===== config.mk =====
export PLATFORM = sky130hd
export DESIGN_NAME = cnn_wr_packer
export DESIGN_NICKNAME = d
export VERILOG_FILES = /design/src/rtl/cnn_wr_packer.sv
export SDC_FILE = /design/constraint.sdc
export NUM_CORES = 1
export LEC_CHECK = 0
export BUFFER_PORTS_ARGS = -buffer_cell sky130_fd_sc_hd__buf_2
export CORE_ASPECT_RATIO = 1.4
export CORE_MARGIN = 2
export CORE_UTILIZATION = 35
export DETAILED_ROUTE_END_ITERATION = 7
export HOLD_SLACK_MARGIN = 0.06
export MAX_ROUTING_LAYER = met4
export PLACE_DENSITY = 0.65
export SLEW_MARGIN = 10
export SYNTH_ARGS = -nofsm -noshare
export SYNTH_HDL_FRONTEND = slang
export SYNTH_SLANG_ARGS = --single-unit

===== constraint.sdc =====
create_clock -name clk -period 2.75 [get_ports clk]
set_input_delay 0.55 -clock clk [delete_from_list [all_inputs] [get_ports clk]]
set_output_delay 0.55 -clock clk [all_outputs]
set_load 0.05 [all_outputs]

===== src/rtl/cnn_wr_packer.sv =====
// cnn_wr_packer: packs the CNN result byte stream into 32-byte lines and writes them out.
// Define CNN_WR_PACKER_DBL_BUF_EN for two ping-pong line buffers; default is one buffer.
module cnn_wr_packer #(
    parameter int ADDR_WIDTH        = 19,
    parameter int WORD_WIDTH        = 8,
    parameter int NUM_WORDS_IN_LINE = 32,
    parameter int CNT_WIDTH         = 16
) (
    input  logic                                      clk,
    input  logic                                      rst_n,
    input  logic                                      start,
    input  logic [ADDR_WIDTH-1:0]                     base_addr,
    input  logic [CNT_WIDTH-1:0]                      total_cnt,
    input  logic                                      act_valid,
    input  logic [WORD_WIDTH-1:0]                     act_data,
    output logic                                      act_ready,
    output logic                                      mem_req,
    output logic [ADDR_WIDTH-1:0]                     mem_start_addr,
    output logic [$clog2(NUM_WORDS_IN_LINE):0]        mem_size_bytes,
    output logic [NUM_WORDS_IN_LINE*WORD_WIDTH-1:0]   mem_data,
    input  logic                                      mem_ack,
    output logic                                      busy,
    output logic                                      done
);

    localparam int LB = NUM_WORDS_IN_LINE;
    localparam int PW = $clog2(LB);
    localparam int SW = PW + 1;
    localparam int DW = LB * WORD_WIDTH;

    typedef enum logic {
        W_IDLE,
        W_REQ
    } wstate_e;

    logic                  r_busy;
    logic                  r_done;
    logic [CNT_WIDTH-1:0]  r_total;
    logic [CNT_WIDTH-1:0]  r_rx_cnt;
    logic [PW-1:0]         r_fill_ptr;
    logic [ADDR_WIDTH-1:0] r_line_addr;
    logic                  r_fsel;
    logic                  r_wsel;
    logic [DW-1:0]         r_buf  [2];
    logic [SW-1:0]         r_size [2];
    logic [ADDR_WIDTH-1:0] r_addr [2];
    logic [1:0]            r_full;
    logic [1:0]            r_last;
    wstate_e               r_wstate;
    wstate_e               w_wstate_nxt;

    logic w_act_ready;
    logic w_accept;
    logic w_last_byte;
    logic w_close;
    logic w_retire;
    logic w_fnext;
    logic w_wnext;
    logic w_more;
    logic w_mem_req;

`ifdef CNN_WR_PACKER_DBL_BUF_EN
    assign w_fnext = ~r_fsel;
    assign w_wnext = ~r_wsel;
`else
    assign w_fnext = r_fsel;
    assign w_wnext = r_wsel;
`endif

    assign w_act_ready = r_busy && !r_full[r_fsel] && (r_rx_cnt != r_total);
    assign w_accept    = act_valid && w_act_ready;
    assign w_last_byte = (r_rx_cnt + CNT_WIDTH'(1)) == r_total;
    assign w_close     = w_accept &&
                         ((r_fill_ptr == PW'(LB - 1)) || w_last_byte);
    assign w_retire    = (r_wstate == W_REQ) && mem_ack;
    // another line is ready to follow the one being retired
    assign w_more      = (w_wnext != r_wsel) &&
                         (r_full[w_wnext] || (w_close && (r_fsel == w_wnext)));

    // write-side state register
    always_ff @(posedge clk or negedge rst_n) begin
        if (!rst_n) begin
            r_wstate <= W_IDLE;
        end else begin
            r_wstate <= w_wstate_nxt;
        end
    end

    // write-side next state: request as soon as a line closes
    always_comb begin
        w_wstate_nxt = r_wstate;
        unique case (r_wstate)
            W_IDLE: begin
                if (r_full[r_wsel] || (w_close && (r_fsel == r_wsel))) begin
                    w_wstate_nxt = W_REQ;
                end
            end
            W_REQ: begin
                if (mem_ack && !w_more) begin
                    w_wstate_nxt = W_IDLE;
                end
            end
        endcase
    end

    // write-side outputs
    always_comb begin
        w_mem_req = (r_wstate == W_REQ);
    end

    // job control, line filling and line retirement
    always_ff @(posedge clk or negedge rst_n) begin
        if (!rst_n) begin
            r_busy      <= 1'b0;
            r_done      <= 1'b0;
            r_total     <= '0;
            r_rx_cnt    <= '0;
            r_fill_ptr  <= '0;
            r_line_addr <= '0;
            r_fsel      <= 1'b0;
            r_wsel      <= 1'b0;
            r_full      <= '0;
            r_last      <= '0;
            for (int i = 0; i < 2; i++) begin
                r_buf[i]  <= '0;
                r_size[i] <= '0;
                r_addr[i] <= '0;
            end
        end else begin
            r_done <= 1'b0;
            if (start && !r_busy) begin
                r_busy      <= 1'b1;
                r_total     <= total_cnt;
                r_rx_cnt    <= '0;
                r_fill_ptr  <= '0;
                r_line_addr <= base_addr;
                r_fsel      <= 1'b0;
                r_wsel      <= 1'b0;
            end
            if (w_accept) begin
                r_buf[r_fsel][r_fill_ptr*WORD_WIDTH +: WORD_WIDTH] <= act_data;
                r_rx_cnt   <= r_rx_cnt + CNT_WIDTH'(1);
                r_fill_ptr <= r_fill_ptr + PW'(1);
            end
            if (w_close) begin
                r_full[r_fsel] <= 1'b1;
                r_last[r_fsel] <= w_last_byte;
                r_size[r_fsel] <= SW'(r_fill_ptr) + SW'(1);
                r_addr[r_fsel] <= r_line_addr;
                r_line_addr    <= r_line_addr + ADDR_WIDTH'(LB);
                r_fill_ptr     <= '0;
                r_fsel         <= w_fnext;
            end
            // retired buffers are zeroed so partial lines pad with 0
            if (w_retire) begin
                r_full[r_wsel] <= 1'b0;
                r_buf[r_wsel]  <= '0;
                r_wsel         <= w_wnext;
                if (r_last[r_wsel]) begin
                    r_done <= 1'b1;
                    r_busy <= 1'b0;
                end
            end
        end
    end

    assign act_ready      = w_act_ready;
    assign mem_req        = w_mem_req;
    assign mem_start_addr = r_addr[r_wsel];
    assign mem_size_bytes = r_size[r_wsel];
    assign mem_data       = r_buf[r_wsel];
    assign busy           = r_busy;
    assign done           = r_done;

endmodule

Word level (Yosys, flattened, before mapping)
Cells that the tools add are included.
- bits in registers: 598
- logic and storage cells: 59
- memory bits (writable): 0
- memories kept: 0
- ROM bits: 0
- input bits: 48
- latch bits: 0
- output and inout port bits: 285
- div/mod/pow operators: 0
- reductions and logical operators: 15
- $lt $le $gt $ge: 0
- multipliers: 0
- shift operators: 2
- bitwise gates (word level): 1
- multiplexer cells: 20
- equality and inequality tests: 3
- $add $sub $neg: 5
- operators with widths (kind ; count):
    512-bit two-way mux ; 2
    512-bit bitwise mux ; 1
    8-bit by 34-bit variable shift with 256-bit output, first input constant ; 1
    8-bit by 34-bit variable part select with 256-bit output ; 1
    19-bit two-way mux ; 2
    8-bit negation with 34-bit output ; 1
    16-bit two-way mux ; 2
    19-bit by 6-bit adder with 19-bit output, second input constant ; 1
    16-bit by 1-bit adder with 16-bit output, second input constant ; 1
    16-bit == test ; 1
    16-bit != test ; 1
    5-bit two-way mux ; 3
    1-bit two-way mux ; 9
    2-bit nonzero test ; 4
    5-bit by 1-bit adder with 6-bit output, second input constant ; 1
    1-bit logical AND ; 6
    5-bit by 1-bit adder with 5-bit output, second input constant ; 1
    5-bit == test, second input constant ; 1
    3-bit nonzero test ; 1
    1-bit zero test ; 2
    1-bit logical OR ; 2
    1-bit one-hot mux with 2 select lines ; 1
    1-bit NOT ; 1

Logic depth before layout (Yosys ltp)
Gate-level depths: netlist of run 1.
- depth in word-level cells: 8
- depth in mapped cells: 13

Worst setup path after synthesis of run 1
Ideal clock, no wire load.
- path type: register -> register
- from: reg r_fill_ptr[0]
- to: reg r_buf[320] in the netlist's numbering
- required time: 2.667 ns
- setup slack: -0.283 ns
- library setup time: 0.083 ns
- buffers on the path: 2
- data arrival time: 2.951 ns
- cell stages (with the launch flop): 13
- cells stage by stage: dfrtp_1 > clkbuf_1 > inv_1 > ha_1 > nand2b_1 > nor2_1 > ha_1 > or2_2 > clkbuf_1 > nor3_1 > nor3b_1 > nand2_1 > o21ai_0
- longest elaborated chain between the ends: 5
- elaborated cells between the ends (all ways): 6
- RTL lines (element ; line ; RTL):
    from (decl) ; 40 ; logic [PW-1:0] r_fill_ptr;
    from (signal assigned) ; 143 ; r_fill_ptr <= r_fill_ptr + PW'(1);
    8-bit negation with 34-bit output (*) ; 141 ; r_buf[r_fsel][r_fill_ptr*WORD_WIDTH +: WORD_WIDTH] <= act_data;
    8-bit by 34-bit variable part select with 256-bit output / 8-bit by 34-bit variable shift with 256-bit output (equally long branches) ; 141 ;
    512-bit bitwise mux (*) ; 141 ;
    512-bit two-way mux (*) ; 140 ; if (w_accept) begin
    512-bit two-way mux (*) ; 155 ; if (w_retire) begin
    to (signal, indexed assignment) ; 141 ;
    to (decl) ; 44 ; logic [DW-1:0] r_buf [2];
Mark *: on every way between the ends. The rest lies on a longest branch, timed or not. The select of a mux whose other input is x is not followed.
A chain may end at the register's enable or synchronous reset.

Worst setup path after layout of run 1
- from: reg r_rx_cnt[9]
- to: out act_ready
- longest elaborated chain between the ends: 2
- RTL lines (element ; line ; RTL):
    from (decl) ; 39 ; logic [CNT_WIDTH-1:0] r_rx_cnt;
    from (signal assigned) ; 142 ; r_rx_cnt <= r_rx_cnt + CNT_WIDTH'(1);
    16-bit != test ; 70 ; assign w_act_ready = r_busy && !r_full[r_fsel] && (r_rx_cnt != r_total);
    1-bit logical AND ; 70 ;
    to (decl) ; 16 ; output logic act_ready,
Every way passes these cells.

==> results.md, run 1 <==
* Clock skew at between 0.01 and 0.015 ns
* Hold WC Path Type: primary input to register
* Syn Inst Count at ~1400
* Post-synth top area cell: dfrtp_1
* Fraction of layout cells with a size suffix above 1 at a little over a third
* Worst setup path start: r_rx_cnt[9]
* Leakage at 9.788 nW
* PwrDens at 898.1 nW/µm²
* Max stage delay cell, worst path: or4_4
* Clock sinks at around 340
* Worst Setup Start Kind: register
* Placed cells at around 2300
* Vias at 12570
* Most instantiated cells after synthesis: dfrtp_1 (342), nand2_1 (279), o21ai_0 (145)
* Worst hold slack at 0.2157 ns
* Diodes inserted at 0
* Vias per cell at around 5.3
* CP bufs+invs at 2
* # nets final at between 1500 and 2000
* CP max FO at 2
* Crit path cell chain: xor2_2 > or4_4 > nor4_4 > buf_4 > nor3b_2 > buf_6
* CTS Root Buffer Type: clkbuf_16
* Area Growth Syn to Fin at 34.52%
* Dpl hpwl at 34.91 mm
* DRT Pass-1 Iters at 5
* CTS tree: done
* Sequential-to-total area share from yosys stat at between 50% and 60%
* Design area at slightly below 20000 µm²
* Failing checks: negative setup slack
* NetSw at slightly above 7 mW
* RSZ-0062 raised after global routing: yes
* Final std cells w/o fill at ~2400
* CTS clk-pin slew, worst paths at 0.06 ns
* H-Tree Depth at 2
* CTS buffer count at 35
* Setup-failing EPs final at 26
* Relative slew slack at ~55%
* Buffer depth of the longest clock path at 3
* Max-slew violations at 0
* Fin crit period at between 2 and 3 ns
* Synthesis Warnings at 0
* Internal cell power at about 10 mW
* Initial Util at between 30% and 40%
* Worst path max stage delay at approximately 0.55 ns
* Placed Instance Area at between 15000 and 20000 µm²
* Final wirelength at 48.64 mm
* Combinational share of power at about 37%
* Sequential share of power at a little over a third
* Core area at roughly 41000 µm²
* Syn avg cell area at approximately 11 µm²
* Fillers at slightly below 4000
* IO Pins at around 330
* Crit path DAT at 2.34 ns
* Worst Path Required at around 2.2 ns
* Synth cell types at between 60 and 70
* Net Sw Frac at between 40% and 50%
* # DRC at 0
* ANT nets after route at 0
* Max Cap Viol at 0
* Post-synth net total at 1429
* Max VDD drop at about 0.0005 V
* Yosys top cell area share at 58.57%
* HP Start: base_addr[3]
* Synth area leaders: dfrtp_1 (59%), nand2_1 (7.2%), o21ai_0 (5.0%), mux2i_1 (4.6%), a22o_1 (4.4%)
* Final Wtd Congestion at roughly 0.91
* Reg-to-reg startpoint: r_rx_cnt[1]
* Initial DRC Count at between 700 and 800
* R2R Setup Slk at -0.09 ns
* Power share of the clock group at 27.3%
* Row count at a little under 90
* Largest net degree at the start of global routing at between 80 and 90
* WS Path Type: register to primary output
* Worst-Margin Slew at 0.6696 ns
* Crit. End Element: primary output
* Post-synth EDFFs at 0
* Status: finished, violations left
* Most frequent cell after synthesis: dfrtp_1
* Vias in the first global route at between 10000 and 15000
* Die ar. at roughly 43000 µm²
* Final Hold Vio Count at 0
* First-pass GRT wire length at 74.41 mm
* Pre-CTS setup slack at -0.1173 ns
* Initial antenna violation count at 0
* Async SR Flop Fraction at between 90% and 100%
* Crit path max-delay family: simple AND/OR/NAND/NOR gates
* Final core utilization at a little under half
* Syn Std Cell Area at approximately 15000 µm²
* Tot GR Track Use at 22.73%
* Final period util at 105.2%
* Fin worst setup slack at -0.1419 ns
* IO buf count at about 330
* Worst-Skew Late Latency at around 0.53 ns
* Yosys reg bits at around 340
* Grt total ovfl at 0
* Max Fclk at around 350 MHz
* Most common flop cell mapped by yosys: dfrtp_1
* Die width at 176.7 µm
* Routed length per instance at 20.35 µm
* Die H at ~250 µm
-- stage by stage --
step           setup TNS [ns]  power [mW]
2_1_floorplan       -0.008670       10.29
3_3_place_gp           -1.961       12.51
3_5_place_dp           -2.466       12.61
4_1_cts               -0.3810       17.61
5_1_grt                -7.004       18.50
6_report               -1.448       17.65
-- power by group through the flow --
| stage | sequential [mW] | combinational [mW] | clock (mW) |
|---|---|---|---|
| global placement | 6.35 | 6.15 | 0 |
| CTS | 6.29 | 6.38 | 4.94 |
| floorplan | 7.98 | 2.31 | 0 |
| detailed placement | 6.38 | 6.23 | 0 |
| finish | 6.30 | 6.54 | 4.82 |
| global route | 6.39 | 6.98 | 5.13 |
-- flip-flops by register name, summed over array words and instances (netlist names) --
signal       count
r_last           1
r_addr          19
r_fill_ptr       5
r_full           1
r_total         16
r_line_addr     19
r_buf          256
busy             1
done             1
r_size           6
r_rx_cnt        16
mem_req          1
-- metal layers --
| layer | GRT usage (%) | vias to the layer above | wire (µm) |
|---|---|---|---|
| met3 | 3.788 | 128 | 2627 |
| met2 | 38.22 | 427 | 24450 |
| met5 | - | - | 0 |
| met1 | 26.41 | 6253 | 19020 |
| met4 | 10.79 | 0 | 2531 |
| li1 | - | 5760 | - |
-- final cells by class --
class	instances	area, µm²	area share, %
Sequential cell	342	8568	43.59
Multi-Input combinational cell	953	6130	31.18
Timing Repair Buffer	486	3097	15.75
Clock buffer	52	1082	5.506
Tap cell	540	675.6	3.437
Clock inverter	8	71.32	0.3628
Inverter	9	33.78	0.1719
-- placed cells by master, fill, tap and decap left out, types with 7 or more instances in the layout --
master,instances
a21oi_1,15
nor2_1,44
mux2_2,19
nor2_2,9
xor2_1,13
dfrtp_1,334
buf_2,330
a31oi_1,9
and2_1,7
a22o_1,74
o21ai_0,144
clkbuf_16,38
nor2_4,8
dfrtp_2,8
buf_4,127
clkbuf_8,10
nor4_4,7
o211ai_1,9
buf_6,9
nor3_1,8
nand2_1,276
nor2b_1,9
buf_12,17
inv_1,9
nand3_1,92
nand4_1,11
xnor2_1,11
mux2i_1,66
-- worst paths after layout --
| kind | endpoint | depth (start not counted) |
|---|---|---|
| worst max-delay path | act_ready | 6 |
| worst min-delay path | r_line_addr[3] | 3 |
| worst max register to register | r_line_addr[6] | 9 |
| worst min register to register | r_buf[323] | 2 |
| max in group asynchronous | r_rx_cnt[0] | 3 |
| min in group asynchronous | r_buf[291] | 2 |
-- logic make-up (layout without fill, tap and decap cells) --
| kind of cell | count (synthesis) | after routing | synth area share [%] |
|---|---|---|---|
| multiplexers | 89 | 89 | 6.285 |
| AO/OA/AOI/OAI | 293 | 293 | 13.20 |
| adder cells (fa/ha/maj) | 6 | 6 | 0.5137 |
| flip-flops | 342 | 342 | 58.57 |
| buffers and inverters | 80 | 555 | 2.346 |
| XOR/XNOR | 29 | 29 | 1.790 |
| AND/OR/NAND/NOR | 536 | 536 | 17.30 |
-- what timing repair did --
item                       CTS  global route
setup endpoints to repair  119           220
resized for setup           40            40
hold endpoints to repair    34             0
pin swaps                    9            20
buffers inserted            12            15
hold buffers                 1             0
gates cloned                 1             1
-- worst min-delay path, stage by stage --
cell,delay [ns]
buf_2,0.08
nand2_1,0.04
nand2_1,0.05
Power figures use the tool's default switching activity.
==> run 2: changes to the inputs <==
--- a/config.mk
+++ b/config.mk
@@ -7,12 +7,11 @@
 export LEC_CHECK = 0
 export BUFFER_PORTS_ARGS = -buffer_cell sky130_fd_sc_hd__buf_2
 export CORE_ASPECT_RATIO = 1.4
-export CORE_MARGIN = 2
-export CORE_UTILIZATION = 35
+export CORE_UTILIZATION = 25
 export DETAILED_ROUTE_END_ITERATION = 7
 export HOLD_SLACK_MARGIN = 0.06
 export MAX_ROUTING_LAYER = met4
-export PLACE_DENSITY = 0.65
+export PLACE_DENSITY = 0.52
 export SLEW_MARGIN = 10
 export SYNTH_ARGS = -nofsm -noshare
 export SYNTH_HDL_FRONTEND = slang
==> results.md, run 2 (synthesis gave the netlist of run 1 again) <==
* Grt total ovfl at 0 (unchanged)
* Crit path DAT at 2.46 ns (+0.12 ns)
* # nets final at 1888 (+0.37%)
* RSZ-0062 raised after global routing: yes
* CTS buffer count at 37 (+5.7%)
* Final Hold Vio Count at 0 (unchanged)
* Final Power at 18.22 mW (+3.2%)
* H-Tree Depth at 2 (unchanged)
* Max reg flops at 256 (unchanged)
* Pre-CTS setup slack at -0.2635 ns (-0.1462 ns)
* Die H at 288.1 µm (+17%)
* Fin worst setup slack at -0.2620 ns (-0.1201 ns)
* Tot GR Track Use at 18.07% (-4.7 points)
* Worst Setup Start Kind: register
* CP max FO at 2 (unchanged)
* Largest net degree at the start of global routing at 79 (-7.1%)
* Initial antenna violation count at 3 (+3)
* IO buf count at 332 (unchanged)
* Relative slew slack at 42.96% (-12 points)
* Leakage at 9.927 nW (+1.4%)
* CTS clk-pin slew, worst paths at 0.06 ns (about the same)
* Worst-Skew Late Latency at 0.55 ns (+0.02 ns)
* Largest Register: r_buf
* Max VDD drop at 0.0008294 V (+71%)
* ANT nets after route at 0 (unchanged)
* CTS tree: done
* Crit. End Element: primary output
* Final TNS setup at -1.737 ns (-0.2883 ns)
* WS Path Type: register to primary output
* Fin crit period at 3.012 ns (+0.1201 ns)
* Final Wtd Congestion at 0.8775 (-4.0%)
* Most frequent cells in the layout: dfrtp_1 (332), buf_2 (330), nand2_1 (275), o21ai_0 (138), buf_4 (122)
* Worst path max stage delay at 0.55 ns (about the same)
* Area Growth Syn to Fin at 38.46%
* DR WL met2 at 28.05 mm (+15%)
* Initial DRC Count at 753 (+4.9%)
* Die ar. at 59440 µm² (+37%)
* Placed cells at 2500 (+8.6%)
* Clock skew at 0.01987 ns (+0.006162 ns)
* Fillers at 5847 (+50%)
* CTS Root Buffer Type: clkbuf_16
* Hold WC Path Type: primary input to register
* Vias in the first global route at 12450 (-2.8%)
* Worst Path Required at 2.20 ns (about the same)
* Max Used Layer: met4
* Vias per cell at 4.802 (-8.7%)
* Fraction of layout cells with a size suffix above 1 at 36.74% (+1.7 points)
* Regs by FF count: r_buf (256), r_addr (19), r_line_addr (19)
* Routed wl met3 at 2.993 mm (+14%)
* Worst hold slack at 0.2034 ns (-0.01225 ns)
* PwrDens at 900.7 nW/µm² (+0.29%)
* Final wirelength at 53.88 mm (+11%)
* Most common cell after layout, fill and taps aside: dfrtp_1
* Vias at 12490 (-0.62%)
* Setup-failing EPs final at 26 (unchanged)
* Max Fclk at 332.0 MHz (-4.0%)
* Die width at 206.3 µm (+17%)
* Max Cap Viol at 0 (unchanged)
* Status: finished, violations left
* Buffer depth of the longest clock path at 3 (unchanged)
* Diodes inserted at 0 (unchanged)
* Routed length per instance at 20.71 µm (+1.8%)
* Core area at 57650 µm² (+40%)
* Max stage delay cell, worst path: or4_4
* Final std cells w/o fill at 2601 (+8.8%)
* IO Pins at 333 (unchanged)
* Initial Util at 25.35% (-10 points)
* Max-slew violations at 0 (unchanged)
* Clock sinks at 342 (unchanged)
* DRT Pass-1 Iters at 7 (+2)
* Crit path cell chain: xor2_2 > or4_4 > nor4_4 > buf_4 > nor3b_2 > buf_6
* Failing checks: design-rule violations, negative setup slack
* Dpl hpwl at 38.68 mm (+11%)
* Routed met1 length at 20.94 mm (+10%)
* Row count at 104 (+18%)
* Final period util at 109.5% (+4.4 points)
* Worst-Margin Slew at 0.8555 ns (+0.1859 ns)
* First-pass GRT wire length at 78.33 mm (+5.3%)
* # DRC at 49 (+49)
==> run 2: cell types whose count changed in the layout (fill, tap and decap cells not counted), sizes merged <==
cell,change
buf,+3
bufinv,+2
clkbuf,-2
clkinv,+2
clkinvlp,+1
inv,+3
==> run 2: routing by layer <==
layer / track usage (%) / vias to the layer above
met5: - / -
met4: 6.838 / 0
met3: 3.645 / 106
met2: 31.22 / 372
met1: 20.35 / 6224
li1: - / 5788
==> run 2: worst paths after layout <==
check / from / end / slack [ns] / cells past startpoint
setup / recovery: r_total[9] / act_ready / -0.26 / 6
hold / removal: total_cnt[9] / r_total[9] / 0.20 / 3
setup reg to reg: r_rx_cnt[9] / r_line_addr[6] / -0.20 / 10
hold reg to reg: r_buf[391] / r_buf[391] / 0.48 / 2
max in group asynchronous: rst_n / r_buf[398] / 1.32 / 3
min in group asynchronous: rst_n / r_buf[474] / 0.59 / 2
==> run 2: timing repair <==
action                                  in CTS  in global routing
endpoints found under the setup margin     234                232
resized for setup                           57                 87
endpoints found under the hold margin       61                  0
pin swaps                                   15                 46
buffers inserted                            16                 19
hold buffers                                 1                  0
cloned                                       0                  4
==> run 2: through the flow <==
stage                     area [µm²]  utilization, %
after floorplan                14680               -
after global placement         18090           31.38
after detailed placement       18090           31.38
after CTS                      19690           34.15
after global routing           20230           35.10
final                          20230           35.10
==> run 2: critical path, delay by kind of cell (launching register included) <==
kind	cells	cell delay, ns
xor gates and xnor gates	1	0.19
buffers and inverters	2	0.34
DFF	1	0.41
and+or+nand+nor	3	0.98
==> run 2: power by group <==
group          internal (mW)  total (mW)  switching [mW]
combinational           2.07        6.84            4.77
clock                   2.96        5.09            2.13
sequential              5.72        6.30           0.581
==> run 2: area by class of cell <==
| cell class | instances | area, µm² | area share (%) |
|---|---|---|---|
| well taps | 742 | 928.4 | 4.588 |
| multi-input cells | 953 | 6284 | 31.06 |
| flip-flops and latches | 342 | 8571 | 42.36 |
| inverters | 9 | 33.78 | 0.1670 |
| clock buffers | 48 | 1037 | 5.126 |
| clock inverters | 16 | 176.4 | 0.8719 |
| repair buffers | 491 | 3203 | 15.83 |
==> run 3: changes to the inputs <==
--- a/config.mk
+++ b/config.mk
@@ -6,13 +6,12 @@
 export NUM_CORES = 1
 export LEC_CHECK = 0
 export BUFFER_PORTS_ARGS = -buffer_cell sky130_fd_sc_hd__buf_2
-export CORE_ASPECT_RATIO = 1.4
 export CORE_UTILIZATION = 25
 export DETAILED_ROUTE_END_ITERATION = 7
 export HOLD_SLACK_MARGIN = 0.06
 export MAX_ROUTING_LAYER = met4
 export PLACE_DENSITY = 0.52
-export SLEW_MARGIN = 10
+export SLEW_MARGIN = 20
 export SYNTH_ARGS = -nofsm -noshare
 export SYNTH_HDL_FRONTEND = slang
 export SYNTH_SLANG_ARGS = --single-unit
==> results.md, run 3 (synthesis gave the netlist of run 1 again) <==
* Failing checks: negative setup slack
* Tot GR Track Use at 18.32% (+0.25 points)
* Largest Register: r_buf
* Final TNS setup at -1.557 ns (+0.1796 ns)
* WS Path Type: register to primary output
* Max-slew violations at 0 (unchanged)
* Buffer depth of the longest clock path at 3 (unchanged)
* Clock sinks at 342 (unchanged)
* # nets final at 1899 (+0.58%)
* Max reg flops at 256 (unchanged)
* Routed length per instance at 20.43 µm (-1.4%)
* CP max FO at 3 (+1)
* Final Wtd Congestion at 0.8322 (-5.2%)
* Worst Setup Start Kind: register
* Fillers at 5822 (-0.43%)
* IO buf count at 332 (unchanged)
* Hold WC Path Type: primary input to register
* Pre-CTS setup slack at -0.2742 ns (-0.01065 ns)
* Crit path max-delay family: simple AND/OR/NAND/NOR gates
* Worst path max stage delay at 0.56 ns (about the same)
* Die ar. at 59420 µm² (about the same)
* Fin worst setup slack at -0.1927 ns (+0.06934 ns)
* Worst path most repeated cell: buf_6
* Worst-Margin Slew at 0.6230 ns (-0.2325 ns)
* Max Cap Viol at 0 (unchanged)
* Status: finished, violations left
* DRT Pass-1 Iters at 5 (-2)
* Initial DRC Count at 809 (+7.4%)
* IO Pins at 333 (unchanged)
* CTS clk-pin slew, worst paths at 0.06 ns (about the same)
* Clock skew at 0.02455 ns (+0.004679 ns)
* Vias at 12590 (+0.78%)
* Fin crit period at 2.943 ns (-0.06934 ns)
* Fraction of layout cells with a size suffix above 1 at 37.13% (+0.39 points)
* CTS tree: done
* CTS Root Buffer Type: clkbuf_16
* First-pass GRT wire length at 80.90 mm (+3.3%)
* Final period util at 107.0% (-2.5 points)
* PwrDens at 922.2 nW/µm² (+2.4%)
* Initial antenna violation count at 1 (-2)
* Relative slew slack at 58.47% (+16 points)
* Placed cells at 2527 (+1.1%)
* Worst-Skew Late Latency at 0.57 ns (+0.02 ns)
* Max VDD drop at 0.0005492 V (-34%)
* Final wirelength at 53.90 mm (about the same)
* Dpl hpwl at 38.10 mm (-1.5%)
* Regs by FF count: r_buf (256), r_addr (19), r_line_addr (19)
* Row count at 88 (-15%)
* H-Tree Depth at 2 (unchanged)
* Setup-failing EPs final at 25 (-3.8%)
* Crit path DAT at 2.39 ns (-0.07 ns)
* Area Growth Syn to Fin at 41.60%
* Die width at 243.8 µm (+18%)
* Max Fclk at 339.8 MHz (+2.4%)
* Die H at 243.8 µm (-15%)
* # DRC at 0 (-100%)
* Final std cells w/o fill at 2638 (+1.4%)
* Grt total ovfl at 0 (unchanged)
* Max stage delay cell, worst path: or4_4
* Worst Path Required at 2.20 ns (about the same)
* CP bufs+invs at 2 (unchanged)
* Crit path cell chain: xor2_1 > or4_4 > nor4_4 > buf_6 > nor3b_2 > buf_6
* ANT nets after route at 0 (unchanged)
* Vias per cell at 4.771 (-0.64%)
* Most frequent cells in the layout: dfrtp_1 (333), buf_2 (330), nand2_1 (276), o21ai_0 (129), buf_4 (118)
* CTS buffer count at 41 (+11%)
* Largest net degree at the start of global routing at 129 (+63%)
* Core area at 57700 µm² (about the same)
* Vias in the first global route at 12730 (+2.2%)
* Leakage at 10.11 nW (+1.9%)
* RSZ-0062 raised after global routing: yes
* Final Hold Vio Count at 0 (unchanged)
* Initial Util at 25.33% (about the same)
* Most common cell after layout, fill and taps aside: dfrtp_1
* Crit. End Element: primary output
-- run 3: cell count changes in the layout (fill, tap and decap cells not counted), sizes merged --
cell	before	now
diode	0	1
buf	487	496
inv	13	10
clkinv	8	5
clkbuf	51	57
clkinvlp	1	3
bufinv	3	5
-- run 3: power by group --
group	total (mW)	switching, mW	internal, mW
combinational	7.03	4.87	2.16
sequential	6.29	0.565	5.72
clock	5.76	2.21	3.55
total	19.1	7.65	11.4
-- run 3: worst paths after layout --
| path | cells after the start | slack [ns] | endpoint | from |
|---|---|---|---|---|
| max reg2reg | 11 | -0.12 | r_addr[37] | r_rx_cnt[5] |
| min | 3 | 0.17 | r_total[11] | total_cnt[11] |
| max | 6 | -0.19 | act_ready | r_total[2] |
| max in group asynchronous | 3 | 1.31 | r_buf[351] | rst_n |
| min reg2reg | 2 | 0.47 | r_buf[453] | r_buf[453] |
| min in group asynchronous | 2 | 0.50 | r_line_addr[1] | rst_n |
-- run 3: layout make-up --
type	count	area (µm²)	share of cell area, %
diodes	1	2.502	0.01209
inverters	9	33.78	0.1633
clock inverters	14	217.7	1.052
multi-input cells	953	6394	30.90
flip-flops and latches	342	8569	41.42
repair buffers	498	3303	15.96
well taps	765	957.2	4.626
clock buffers	56	1214	5.866
-- run 3: repair_timing --
action | 4_1_cts | 5_1_grt
setup buffers | 21 | 23
endpoints found under the setup margin | 154 | 300
resized for setup | 72 | 107
hold buffers | 1 | 0
hold endpoints to repair | 48 | 0
gates cloned | 2 | 2
pin swaps | 11 | 38
-- run 3: layer usage --
metal / track usage (%) / vias up / wire, µm
met1: 24.23 / 6326 / 24340
met3: 3.855 / 75 / 3167
met5: - / - / 0
met4: 4.688 / 0 / 1146
met2: 28.42 / 370 / 25250
li1: - / 5816 / -
-- run 3: per-stage QoR --
stage,power (mW),utilization [%],hold WS [ns],instance area [µm²]
2_1_floorplan,10.29,-,0.2544,14680
3_3_place_gp,12.79,31.52,0.4529,18190
3_5_place_dp,12.88,31.53,0.4637,18190
4_1_cts,18.94,34.98,0.1390,20180
5_1_grt,20.00,35.86,0.1733,20690
6_report,19.08,35.86,0.1727,20690
-- run 3: worst register-to-register path: cells and delay by family, from the launching register on --
family	cells	cell delay, ns
buf+inv	4	0.60
flops	1	0.44
xor+xnor	1	0.15
compound gates	1	0.18
mux	1	0.31
simple gates	4	1.10
